===== src/rtl/tx_arbiter.sv =====
// rtl/tx_arbiter.sv - round-robin two-requester arbiter feeding one byte transmitter
module tx_arbiter #(
   parameter int startTimeout = 16
) (
   input  logic       clk,
   input  logic       reset,
   input  logic       req0,
   input  logic [7:0] data0,
   output logic       ack0,
   input  logic       req1,
   input  logic [7:0] data1,
   output logic       ack1,
   input  logic       txdBusy,
   output logic       txdStart,
   output logic [7:0] txdData,
   output logic [1:0] grant,
   input  logic       errClear,
   output logic       error
);

   localparam logic [1:0] IDLE        = 2'd0;
   localparam logic [1:0] LOAD        = 2'd1;
   localparam logic [1:0] WAIT_ACCEPT = 2'd2;
   localparam logic [1:0] WAIT_DONE   = 2'd3;

   localparam int CW = $clog2(startTimeout + 1);
   localparam logic [CW-1:0] CNT_LIMIT = CW'(startTimeout - 1);
   localparam logic [CW-1:0] CNT_SAT   = CW'(startTimeout);

   logic [1:0]    state;
   logic [CW-1:0] cnt;
   logic          lastServed;
   logic          pick1;

   // Requester 1 wins when alone, or when both ask and requester 0 was served last.
   assign pick1 = req1 & (~req0 | ~lastServed);

   // Transfer sequencing: arbitrate, strobe start, wait for accept, wait for completion.
   always_ff @(posedge clk or negedge reset) begin
      if (!reset) begin
         state      <= IDLE;
         cnt        <= '0;
         lastServed <= 1'b1;
         ack0       <= 1'b0;
         ack1       <= 1'b0;
         txdStart   <= 1'b0;
         txdData    <= 8'h00;
         grant      <= 2'b00;
         error      <= 1'b0;
      end else begin
         ack0     <= 1'b0;
         ack1     <= 1'b0;
         txdStart <= 1'b0;
         // Clear is evaluated first so a timeout set in the same cycle overrides it.
         if (state == IDLE && errClear) begin
            error <= 1'b0;
         end
         case (state)
            IDLE: begin
               if (!txdBusy && (req0 || req1)) begin
                  state   <= LOAD;
                  grant   <= pick1 ? 2'b10 : 2'b01;
                  txdData <= pick1 ? data1 : data0;
               end
            end
            LOAD: begin
               txdStart <= 1'b1;
               cnt      <= '0;
               state    <= WAIT_ACCEPT;
            end
            WAIT_ACCEPT: begin
               if (txdBusy) begin
                  ack0       <= grant[0];
                  ack1       <= grant[1];
                  lastServed <= grant[1];
                  state      <= WAIT_DONE;
               end else if (cnt >= CNT_LIMIT) begin
                  // Transmitter never answered: flag it and leave the request pending for retry.
                  error   <= 1'b1;
                  grant   <= 2'b00;
                  txdData <= 8'h00;
                  state   <= IDLE;
               end else if (cnt != CNT_SAT) begin
                  cnt <= cnt + 1'b1;
               end
            end
            WAIT_DONE: begin
               if (!txdBusy) begin
                  grant   <= 2'b00;
                  txdData <= 8'h00;
                  state   <= IDLE;
               end
            end
            default: begin
               grant   <= 2'b00;
               txdData <= 8'h00;
               state   <= IDLE;
            end
         endcase
      end
   end

endmodule


===== config.mk =====
export PLATFORM = sky130hd
export DESIGN_NAME = tx_arbiter
export DESIGN_NICKNAME = d
export VERILOG_FILES = /design/src/rtl/tx_arbiter.sv
export SDC_FILE = /design/constraint.sdc
export NUM_CORES = 1
export LEC_CHECK = 0
export CAP_MARGIN = 40
export CORE_MARGIN = 8
export CORE_UTILIZATION = 50
export DETAILED_ROUTE_END_ITERATION = 10
export PLACE_DENSITY_LB_ADDON = 0.12
export SYNTH_ARGS = -nofsm -noshare
export SYNTH_HDL_FRONTEND = slang
export SYNTH_SLANG_ARGS = --single-unit

===== constraint.sdc =====
create_clock -name clk -period 3.6 [get_ports clk]
set_input_delay 0.72 -clock clk [delete_from_list [all_inputs] [get_ports clk]]
set_output_delay 0.72 -clock clk [all_outputs]
set_load 0.03 [all_outputs]

---- Word-level counts from Yosys, hierarchy flattened ----
Cells that the tools add are included.
storage, ports and cells
  flip-flop bits (word level) ............. 22
  input port bits ......................... 22
  output and inout bits ................... 14
  word-level logic and storage cells ...... 65
cells by class
  $add $sub $neg .......................... 1
  $lt $le $gt $ge ......................... 1
  equality and inequality tests ........... 11
  mux-type cells .......................... 28
  bitwise gates (word level) .............. 4
  reductions and logical operators ........ 11
operator list
  cell                 count
  $mux 8               5
  $pmux 8 s3           1
  $mux 5               3
  $mux 2               7
  $ne 2x2->1 const B   5
  $pmux 5 s2           1
  $mux 1               9
  $pmux 2 s4           1
  $pmux 2 s3           1
  $add 5x1->5 const B  1
  $ge 5x4->1 const B   1
  $ne 5x5->1 const B   1
  $reduce_and 5->1     1
  $eq 2x2->1 const B   2
  $reduce_and 4->1     1
  $ne 3x3->1 const B   1
  $reduce_and 3->1     1
  $reduce_bool 3->1    1
  $eq 2x1->1 const B   1
  $logic_and 1x1->1    2
  $logic_not 2->1      1
  $ne 2x1->1 const B   1
  $not 1->1            2
  $reduce_and 2->1     1
  5 further kinds      5

---- Longest topological paths before layout ----
  depth after elaboration ................. 6
  mapped depth ............................ 7
  depth with buffers taken out ............ 7

---- Worst setup path after synthesis ----
No wires, ideal clock.
  path kind ............................... register to register
  from .................................... register cnt[0]
  to ...................................... register cnt[2]
  setup time .............................. 0.121 ns
  arrival ................................. 1.939 ns
  required time ........................... 3.479 ns
  path slack .............................. 1.540 ns
  stages on the path, launching flop included .. 8
  buffers on the path ..................... 0
  clock period less this slack ............ 2.060 ns
  path through ............................ dfrtp_1 -> ha_1 -> and3_2 -> ha_1 -> or4_4 -> nor2_2 -> nand2_1 -> a32o_2
between the ends
  longest elaborated chain between the ends .. 5
  elaborated cells between the ends (all ways) .. 10
  those cells by class .................... add/sub: 1; order compare: 1; eq/ne: 3; mux: 4; reduce/logical: 1
RTL lines
  what                    line  source
  from (decl)             31    logic [CW-1:0] cnt;
  from (signal assigned)  84    cnt <= cnt + 1'b1;
  $add 5x1->5             84
  $mux 5                  83    end else if (cnt != CNT_SAT) begin
  $mux 5                  77    end else if (cnt >= CNT_LIMIT) begin
  $mux 5                  72    if (txdBusy) begin
  $pmux 5 s2              58    case (state)
Parallel ways exist; a longest one is shown, timed or not. The select of a mux whose other input is x is not followed.
A chain may end at the register's enable or synchronous reset.

---- Worst setup path in the final report ----
  from .................................... register cnt[0]
  to ...................................... register txdData[7]
between the ends
  longest elaborated chain between the ends .. 3
RTL lines
  what                               line  source
  $ge 5x4->1                         77
  $ne 2x2->1 (no source line)        n/a
  $reduce_and 5->1 (no source line)  n/a
  to (signal assigned)               63    txdData <= pick1 ? data1 : data0;
  to (decl)                          15    output logic [7:0] txdData,
No other way between the ends.

==> summary.md <==
| Metric | Value |
|---|---|
| Status | complete, no violations |
| GPL Wtd Cong | between 0.7 and 0.8 |
| DR vias/cell | 5.41 |
| CP startpoint kind | flop |
| GRT Overall Usage | between 10% and 20% |
| Min Tclk post-route | around 2300 ps |
| Dpl hpwl | around 2200 um |
| Slew headroom | between 40 and 50% |
| Power density of the placed cells | ~730 nW/um2 |
| Mux share of post-synthesis cell area | 12.2% |
| Worst path required time | between 3000 and 4000 ps |
| FF-to-FF path depth | 6 |
| Commonest cells after routing, fill and taps aside | clkdlybuf4s50_1, nand2_1, dfrtp_1 |
| Area leader, netlist | dfrtp_1 |
| CP Capture Type | flop |
| Worst IR Drop VDD | around 0.54 mV |
| Initial DRC Count | roughly 50 |
| Worst Path Max Fanout | 8 |
| Area added between synthesis and finish | 31.5% |
| Achievable Freq | roughly 440 MHz |
| Final WL | between 2000 and 3000 um |
| TNS Setup | 0 ps |
| Unique masters post-synth | 35 |
| Largest family of logic cells by synthesized area | simple AND/OR/NAND/NOR gates |
| Worst Path Arrival | ~2500 ps |
| Core area | 2410 um2 |
| FP Rows | 18 |
| Yosys reg bits | 22 |
| Worst Hold Class | flop to flop |
| Post-Synth XOR/XNOR Area | 0% |
| Critical setup path kind | flop to flop |
| Max Buffers Root-to-Sink | 2 |
| Via count | 1,033 |
| Starting density of the core | about half |
| Syn avg cell area | between 9 and 10 um2 |
| Vias in the first global route | a little over 1,000 |
| Cts bufs inserted | 3 |
| Least-Margin Pin Slew | just over 800 ps |
| Area contributors post-synth | dfrtp_1, mux2_4, nand2_1, a21oi_1, nor2_1 |
| Antenna violations before repair | 0 |
| Post-CTS resize count | 0 |
| Synth top area share | 42.6% |
| CTS H-Tree Depth | 1 |
| Worst-Skew Late Latency | about 300 ps |
| WHS | ~520 ps |
| Die ar. | roughly 4300 um2 |
| Ys flop type | dfrtp_1 |
| Async SR Flop Fraction | 100% |
| Final ANT Viol Nets | 0 |
| Setup Buffers After CTS | 0 |
| Layout Utilization | about two thirds |
| I/O pin total | 36 |
| Clk sink count | 22 |
| Drc violations | 0 |
| Area share of fa/ha/maj cells after synthesis | about 3.0% |
| Final Skew | roughly 12 ps |
| First-pass GRT wire length | 4700 um |
| Clock slew at reported path FFs | about 120 ps |
| Layout cells sized above 1 | 13.7% |
| Max cap viols | 0 |
| Simple-Gate Fraction of Synth Area | 18.6% |
| Tcrit/Tclk final | 63.2% |
| Fin. Hold Viols | 0 |
| Syn_nets | between 150 and 200 |
| Leak | ~0.75 nW |
| Number of antenna diodes | 0 |
| Synth Instances | 128 |
| DRT Pass-1 Iters | 4 |
| Final setup vio count | 0 |
| Cell Count, Final, Fillers Out | roughly 190 |
| Die height | 65.6 um |
| GRT overflow | 0 |
| Seq/Total Area, Yosys | 44.8% |
| Overall power | between 1 and 1.5 mW |
| Commonest non-fill, non-tap cell in the layout | clkdlybuf4s50_1 |
| Synth Area in Compound Gates | 15.9% |
| YS warnings | 0 |
| Mapped cell area | 1230 um2 |
| Placed insts | about 190 |
| RSZ-0062 raised after global routing | no |
| Hold Path Depth | 1 |
| Die W | approximately 66 um |
| Post-synth EDFFs | 0 |
| CTS Hold Bufs | 0 |
| Fin nets | 187 |
| Largest net degree at the start of global routing | 28 |
| IO Port Bufs | 35 |
| Avg WL per Cell | 15.2 um |
| Final Max Slew Viols | 0 |
| Root Driver | clkbuf_4 |
| TritonCTS clock tree | yes |
cell usage after synthesis, drive strengths merged, types with 2 or more instances:
library cell / n
nand2: 24
dfrtp: 21
nor2: 12
a21oi: 11
mux2: 8
inv: 7
o21ai: 7
clkbuf: 5
ha: 3
mux2i: 3
o22ai: 3
buf: 2
nand3: 2
nand3b: 2
nor2b: 2
o21ba: 2
metrics by stage:
stage | setup slack [ps] | cell area [um2]
after floorplan | 1540 | 1230
after global placement | 1210 | 1580
after detailed placement | 1160 | 1590
after CTS | 1310 | 1620
after global routing | 1230 | 1620
final | 1330 | 1620
report_power, final:
group          leakage (nW)  switching [mW]  internal (mW)
Sequential            0.284           0.122          0.343
Combinational         0.455           0.307          0.297
Clock                0.0150          0.0672         0.0431
Total                 0.754           0.497          0.683
state kept, by name, summed over array words and instances (netlist names):
| name | flops |
|---|---|
| grant | 2 |
| cnt | 5 |
| ack1 | 1 |
| ack0 | 1 |
| txdStart | 1 |
| txdData | 8 |
| error | 1 |
| state | 2 |
| lastServed | 1 |
final cells by class:
type                       count  area [um2]
sequential                    22         552
inverter                       7        26.3
fill                         200         790
timing repair buffer          36         365
multi-input combinational     92         613
tap                           30        37.5
clock buffer                   4        26.3
logic make-up after synthesis:
kind of cell             count (synthesis)
AO/OA/AOI/OAI                           31
adder cells (fa/ha/maj)                  3
AND/OR/NAND/NOR                         47
multiplexers                            11
flip-flops                              22
buffers and inverters                   14
per-layer routing:
layer / vias up / track usage [%] / share of wire (%)
met5: - / 0 / 0
met4: 0 / 3.27 / 0.69
met3: 4 / 3.91 / 6.3
met2: 34 / 23.0 / 48
met1: 488 / 16.2 / 45
li1: 507 / - / -
final timing paths:
kind | startpoint | to | slack, ps
hold / removal | txdData[4] | txdData[4] | 520
min in group asynchronous | reset | state[1] | 740
setup / recovery | cnt[0] | txdData[7] | 1330
setup reg to reg | cnt[0] | txdData[7] | 1330
hold reg to reg | txdData[4] | txdData[4] | 520
max in group asynchronous | reset | lastServed | 2300
worst max-delay path: stages, from the launching register on:
cell and delay (ps):
dfrtp_1 460, ha_1 250, and3_2 210, ha_1 210, nor3_2 210, a211o_1 450
mux2_4 350
(Power assumes the default switching activity.)
